`src/rtl/ram_arbiter_2port.sv`:
```
// rtl/ram_arbiter_2port.sv - two-port arbiter/sequencer for a shared single-port 32-bit RAM
module ram_arbiter_2port #(
    parameter int ACCESS_CYCLES  = 1,
    parameter bit FIXED_PRIORITY = 1'b0
) (
    input  logic        clk,
    input  logic        reset_n,

    input  logic        p0_req_valid,
    output logic        p0_req_ready,
    input  logic [15:0] p0_req_addr,
    input  logic        p0_req_is_write,
    input  logic [31:0] p0_req_wdata,
    output logic        p0_resp_valid,
    output logic [31:0] p0_resp_rdata,

    input  logic        p1_req_valid,
    output logic        p1_req_ready,
    input  logic [15:0] p1_req_addr,
    input  logic        p1_req_is_write,
    input  logic [31:0] p1_req_wdata,
    output logic        p1_resp_valid,
    output logic [31:0] p1_resp_rdata,

    output logic [15:0] ram_address,
    output logic        ram_is_write,
    output logic [31:0] ram_in,
    input  logic [31:0] ram_out
);

    typedef enum logic [1:0] {
        IDLE   = 2'd0,
        ACCESS = 2'd1,
        RESP   = 2'd2
    } state_t;

    localparam logic [3:0] CNT_LOAD = 4'(ACCESS_CYCLES - 1);

    state_t     state;
    logic [3:0] counter;
    logic       last_grant;
    logic       owner;
    logic       grant;
    logic       accept;

    // Round-robin favours the port that did not win last; reset value 1 lets port 0 win the first tie.
    always_comb begin
        grant = p1_req_valid;
        if (p0_req_valid && p1_req_valid) begin
            grant = FIXED_PRIORITY ? 1'b1 : ~last_grant;
        end
    end

    assign p0_req_ready = (state == IDLE) && !grant && p0_req_valid;
    assign p1_req_ready = (state == IDLE) &&  grant && p1_req_valid;
    assign accept       = p0_req_ready || p1_req_ready;

    always_ff @(posedge clk or negedge reset_n) begin
        if (!reset_n) begin
            state         <= IDLE;
            counter       <= 4'd0;
            last_grant    <= 1'b1;
            owner         <= 1'b0;
            ram_address   <= 16'd0;
            ram_in        <= 32'd0;
            ram_is_write  <= 1'b0;
            p0_resp_valid <= 1'b0;
            p0_resp_rdata <= 32'd0;
            p1_resp_valid <= 1'b0;
            p1_resp_rdata <= 32'd0;
        end else begin
            case (state)
                IDLE: begin
                    if (accept) begin
                        ram_address  <= grant ? p1_req_addr     : p0_req_addr;
                        ram_in       <= grant ? p1_req_wdata    : p0_req_wdata;
                        ram_is_write <= grant ? p1_req_is_write : p0_req_is_write;
                        owner        <= grant;
                        last_grant   <= grant;
                        counter      <= CNT_LOAD;
                        state        <= ACCESS;
                    end
                end
                ACCESS: begin
                    if (counter == 4'd0) begin
                        // Writes capture the RAM's write-through output, i.e. the written data.
                        ram_is_write <= 1'b0;
                        state        <= RESP;
                        if (owner) begin
                            p1_resp_valid <= 1'b1;
                            p1_resp_rdata <= ram_out;
                        end else begin
                            p0_resp_valid <= 1'b1;
                            p0_resp_rdata <= ram_out;
                        end
                    end else begin
                        counter <= counter - 4'd1;
                    end
                end
                RESP: begin
                    p0_resp_valid <= 1'b0;
                    p1_resp_valid <= 1'b0;
                    state         <= IDLE;
                end
                default: begin
                    ram_is_write <= 1'b0;
                    state        <= IDLE;
                end
            endcase
        end
    end

endmodule

```
`config.mk`:
```
export PLATFORM = sky130hd
export DESIGN_NAME = ram_arbiter_2port
export DESIGN_NICKNAME = d
export VERILOG_FILES = /design/src/rtl/ram_arbiter_2port.sv
export SDC_FILE = /design/constraint.sdc
export NUM_CORES = 1
export LEC_CHECK = 0
export BUFFER_PORTS_ARGS = -buffer_cell sky130_fd_sc_hd__buf_2
export CAP_MARGIN = 20
export CORE_ASPECT_RATIO = 1.25
export CORE_UTILIZATION = 42
export DETAILED_ROUTE_END_ITERATION = 8
export PLACE_DENSITY = 0.84
export SYNTH_ARGS = -nofsm -noshare
export SYNTH_HDL_FRONTEND = slang
export SYNTH_SLANG_ARGS = --single-unit
```
`constraint.sdc`:
```
create_clock -name clk -period 1.65 [get_ports clk]
set_input_delay 0 -clock clk [delete_from_list [all_inputs] [get_ports clk]]
set_output_delay 0 -clock clk [all_outputs]
set_load 0.01 [all_outputs]
```
==> results of run 1 <==
==> registers in the layout, summed over array words and instances (netlist names) <==
| register | flops |
|---|---|
| p0_resp_rdata | 32 |
| counter | 4 |
| p0_resp_valid | 1 |
| ram_in | 32 |
| ram_address | 16 |
| state | 2 |
| owner | 1 |
| p1_resp_rdata | 32 |
| last_grant | 1 |
| ram_is_write | 1 |
| p1_resp_valid | 1 |
==> layer usage <==
layer / track usage [%] / wire (µm)
met1: 28.1 / 6370
met2: 47.7 / 9160
met3: 6.74 / 1030
met4: 15.1 / 754
met5: 0 / 0
==> through the flow <==
| step | hold WS (ps) | cell area (µm²) |
|---|---|---|
| floorplan | -296 | 5410 |
| global placement | -192 | 6890 |
| detailed placement | -190 | 6890 |
| CTS | 151 | 8830 |
| global route | 268 | 8880 |
| finish | 222 | 8880 |
==> cells in the mapped netlist (all sizes together) <==
| cell type | n | area (µm²) |
|---|---|---|
| dfrtp | 122 | 3050 |
| o21ai | 100 | 500 |
| mux2 | 66 | 890 |
| mux2i | 51 | 510 |
| clkbuf | 15 | 56.3 |
| buf | 14 | 118 |
| nand2 | 6 | 22.5 |
| nor2 | 4 | 15.0 |
| nor3b | 3 | 22.5 |
| ha | 2 | 25.0 |
| inv | 2 | 7.51 |
| nand3 | 2 | 10.0 |
| o22ai | 2 | 12.5 |
| a21boi | 1 | 7.51 |
| a21o | 1 | 7.51 |
| a21oi | 1 | 5.00 |
| a31oi | 1 | 6.26 |
| and2 | 1 | 6.26 |
| and3 | 1 | 6.26 |
| dfstp | 1 | 26.3 |
| nand2b | 1 | 6.26 |
| nand4 | 1 | 21.3 |
| nand4b | 1 | 23.8 |
| nor2b | 1 | 6.26 |
| nor3 | 1 | 5.00 |
| o21ba | 1 | 10.0 |
| o221ai | 1 | 8.76 |
| or2 | 1 | 6.26 |
| or2b | 1 | 7.51 |
| or3b | 1 | 8.76 |
==> power breakdown <==
part	switching [µW]	internal, µW
clock network	1320	2490
logic	3210	3340
registers	873	4530
==> what timing repair did <==
| action | in CTS | in global routing |
|---|---|---|
| hold buffers | 132 | 0 |
| gates resized for setup | 3 | 9 |
| gates cloned | 0 | 1 |
| pin swaps | 0 | 1 |
| endpoints found under the hold margin | 235 | 0 |
| buffers inserted | 0 | 2 |
| endpoints found under the setup margin | 67 | 74 |
==> worst max-delay path: stages, from the launching register on <==
cell,delay (ps)
dfrtp_1,390
inv_1,120
ha_4,190
or3b_2,480
nand3_1,120
mux2i_1,180
==> area by class of cell <==
class                           instances  area, µm²
Multi-Input combinational cell        252       2190
Clock buffer                           21        470
Sequential cell                       123       3080
Inverter                                2       7.51
Tap cell                              168        210
Timing Repair Buffer                  399       2780
Clock inverter                         11        141
Fill cell                             821       3720
==> logic make-up after synthesis <==
family	count (synthesis)	synth area share (%)
compound gates	108	10.3
fa+ha+maj	2	0.462
buf+inv	31	3.35
flops	123	56.9
mux	117	25.9
simple gates	25	3.10
==> path summary, 6_finish.rpt <==
path                                          end  slack [ps]  depth (start not counted)
max in group asynchronous       p0_resp_rdata[13]         930                          3
worst max register to register         counter[3]          90                          5
worst min register to register      p0_resp_valid         470                          2
min in group asynchronous       p1_resp_rdata[22]         240                          3
worst min-delay path                 ram_is_write         220                          4
worst max-delay path                   counter[3]          90                          5
==> impl_metrics.tcl, run 1 <==
set metrics [dict create \
    status "finished clean" \
    grt_pass1_vias 5478 \
    slew_headroom_pct 58.2 \
    yosysWarnings 0 \
    postSynthAreaPerCell_um2 13.3 \
    slew_violations 0 \
    grtUsageTotal_pct 26.4 \
    crit_arrival_ps 1900 \
    worstSkewPairLatency_ps 400 \
    cts_sinks 123 \
    antenna_found_initial 0 \
    wirelength_um 17300 \
    path_clk_slew_ps 50 \
    worstSetupStartpointType "flip-flop" \
    p_per_area_nw_per_um2 1770 \
    finalNonFillerCells 976 \
    drt_iter0_markers 197 \
    setup-tns-final_ps 0 \
    rsz0062_at_grt "true" \
    place_congestion 0.756 \
    fin_ws_ps 85.1 \
    nNetsFinal 931 \
    dp.cells 809 \
    grt_pass1_wl_um 27400 \
    synthCells 406 \
    die_h_um 129 \
    fmax_mhz 639 \
    ant_nets 0 \
    n_antenna_cell 0 \
    synth_cell_types 35 \
    final_layout_size_suffix_gt1_share_pct 46.7 \
    die-area_um2 13300 \
    placementRows 46 \
    finalHoldViolations 0 \
    worstPathRequired_ps 1980 \
    firstDrtPassIters 7 \
    reg2reg_from "counter[1]" \
    timing.final.crit_share_pct 94.8 \
    numCtsBuffers 17 \
    cap_violations 0 \
    finalClockSkew_ps 5.45 \
    routed_via_density 5.16 \
    startpoint "counter[1]" \
    endpoint_kind "flip-flop" \
    grt-ovfl-total 0 \
    syn-num-nets 542 \
    p_leak_uw 0.00439 \
    clockBufferDepth 2 \
    ys_ff_latch 123 \
    wl_per_cell_um 17.7 \
    cts-root-buf "clkbuf_16" \
    die_w_um 104 \
    vias 5041 \
    layout_commonest_cell "buf_2" \
    io_pins 251 \
    ys_seq_area_share_pct 56.9 \
    ir_drop_mv 1.04 \
    cts_tree "built" \
    totalPowerFinal_uw 15700 \
    hold_path.startpoint "p0_req_is_write" \
    port_buffers 250 \
    hold_path_class "in -> reg" \
    grt_max_degree 120 \
    drc 0 \
    syn-cell-area_um2 5410 \
    h-tree-depth 4 \
    final_core_util_pct 70.5 \
    initial_core_util_pct 42.9 \
    pre_cts_slack_ps -94.2 \
    worst-path-max-fanout 5 \
    hpwl_um 9340 \
    min_period_ps 1560 \
    setup_viol 0 \
    core_um2 12600 \
    final_cell_mix "buf_2, dlygate4sd3_1, dfrtp_1" \
    critPathKind "reg -> reg" \
    worstMarginPinSlew_ps 626 \
    synthToLayoutAreaGrowth_pct 64.2 \
]
(Power assumes the default switching activity.)
==> run 2: changes to the inputs <==
--- a/config.mk
+++ b/config.mk
@@ -10,6 +10,7 @@
 export CORE_ASPECT_RATIO = 1.25
 export CORE_UTILIZATION = 42
 export DETAILED_ROUTE_END_ITERATION = 8
+export GPL_TIMING_DRIVEN = 0
 export PLACE_DENSITY = 0.84
 export SYNTH_ARGS = -nofsm -noshare
 export SYNTH_HDL_FRONTEND = slang
==> impl_metrics.tcl, run 2 (synthesis gave the netlist of run 1 again) <==
set metrics [dict create \
    status "finished clean" \
    grt_pass1_vias 5579 \
    antenna_found_initial 1 \
    p_leak_uw 0.00442 \
    firstDrtPassIters 6 \
    hpwl_um 10300 \
    cts_tree "built" \
    p_per_area_nw_per_um2 1740 \
    ant_nets 0 \
    worst-path-max-fanout 10 \
    grtUsageTotal_pct 26.6 \
    reg2reg_from "last_grant" \
    grt_pass1_wl_um 27600 \
    finalClockSkew_ps 14.7 \
    worstMarginPinSlew_ps 521 \
    vias 5153 \
    placementRows 46 \
    cts-root-buf "clkbuf_16" \
    final_layout_size_suffix_gt1_share_pct 47.2 \
    path_clk_slew_ps 60 \
    port_buffers 250 \
    startpoint "last_grant" \
    worstSetupStartpointType "flip-flop" \
    die_h_um 129 \
    crit_slowest_cell "dfstp_2" \
    clockBufferDepth 2 \
    max_stage_delay_ps 550 \
    worstPathRequired_ps 1900 \
    reg_top3 "p0_resp_rdata x32, p1_resp_rdata x32, ram_in x32" \
    place_congestion 0.775 \
    die_w_um 104 \
    min_period_ps 1630 \
    critPathKind "reg -> reg" \
    setup_viol 0 \
    hold_path_class "in -> async" \
    setup.worst_path.end "ram_address[3]" \
    nNetsFinal 953 \
    grt-ovfl-total 0 \
    io_pins 251 \
    wirelength_um 17900 \
    cap_violations 0 \
    cts_sinks 123 \
    totalPowerFinal_uw 15600 \
    final_cell_mix "buf_2, dlygate4sd3_1, dfrtp_1" \
    timing.final.crit_share_pct 98.9 \
    crit_chain "a21boi_1 -> buf_4 -> buf_4 -> buf_4 -> mux2i_1 -> o21ai_0" \
    worst_path_most_repeated_cell "buf_4" \
    crit_arrival_ps 1880 \
    die-area_um2 13300 \
    finalHoldViolations 0 \
    layout_commonest_cell "buf_2" \
    core_um2 12600 \
    rsz0062_at_grt "true" \
    routed_via_density 5.15 \
    synthToLayoutAreaGrowth_pct 65.4 \
    setup-tns-final_ps 0 \
    slew_violations 0 \
    ff2ff_setup_slack_ps 20 \
    wl_per_cell_um 17.9 \
    numCtsBuffers 17 \
    fmax_mhz 613 \
    final_core_util_pct 71.0 \
    worstSkewPairLatency_ps 400 \
    r2r_end "ram_address[3]" \
    h-tree-depth 4 \
    r2r_cells 6 \
    drt_iter0_markers 249 \
    endpoint_kind "flip-flop" \
    drc 0 \
    ir_drop_mv 0.877 \
    slew_headroom_pct 65.3 \
    initial_core_util_pct 42.9 \
    grt_max_degree 71 \
]
-- run 2: repair_timing --
action,CTS,global route
buffers inserted,1,10
hold buffers,131,0
endpoints found under the hold margin,166,0
resized for setup,18,23
pin swaps,1,1
endpoints found under the setup margin,106,76
-- run 2: worst max-delay path: cells and delay by family (launching register included) --
family / cells / cell delay [ps]
buffers and inverters: 3 / 490
multiplexers: 1 / 220
flip-flops: 1 / 550
AO/OA/AOI/OAI: 2 / 210
-- run 2: through the flow --
step	worst slack, ps	hold WS (ps)	cell area [µm²]	cells
5_1_grt	-35.7	149	8950	1000
3_3_place_gp	-812	217	6870	824
2_1_floorplan	80.9	-296	5410	406
3_5_place_dp	-297	-8.19	6910	825
4_1_cts	0.663	136	8840	989
6_report	18.7	132	8950	1000
-- run 2: area by class of cell --
cell class | instances | area, µm²
well taps | 168 | 210
diodes | 2 | 5.00
fillers | 809 | 3650
flip-flops and latches | 123 | 3080
repair buffers | 393 | 2680
plain buffers | 28 | 221
clock buffers | 18 | 429
inverters | 2 | 7.51
clock inverters | 14 | 124
multi-input cells | 252 | 2190
-- run 2: worst min path at each step --
stage	end	start	slack (ps)	depth (start not counted)
6_report	p0_resp_rdata[16]	reset_n	130	2
5_1_grt	state[0]	p1_req_valid	150	3
4_1_cts	p1_resp_rdata[16]	reset_n	140	2
3_5_place_dp	p0_resp_rdata[22]	reset_n	-8	1
3_3_place_gp	last_grant	p0_req_valid	220	2
2_1_floorplan	counter[0]	reset_n	-300	0
-- run 2: metal layers --
layer | vias up | routed length (µm) | part of all wire (%) | GRT usage [%]
met1 | 2514 | 6420 | 36 | 27.3
li1 | 2287 | - | - | -
met5 | - | 0 | 0 | 0
met3 | 78 | 1030 | 5.8 | 5.52
met4 | 0 | 875 | 4.9 | 16.6
met2 | 274 | 9600 | 54 | 49.6
-- run 2: power by group --
part	switching (µW)	internal, µW	total (µW)
clock	1380	2070	3460
sequential	870	4530	5400
combinational	3260	3470	6730
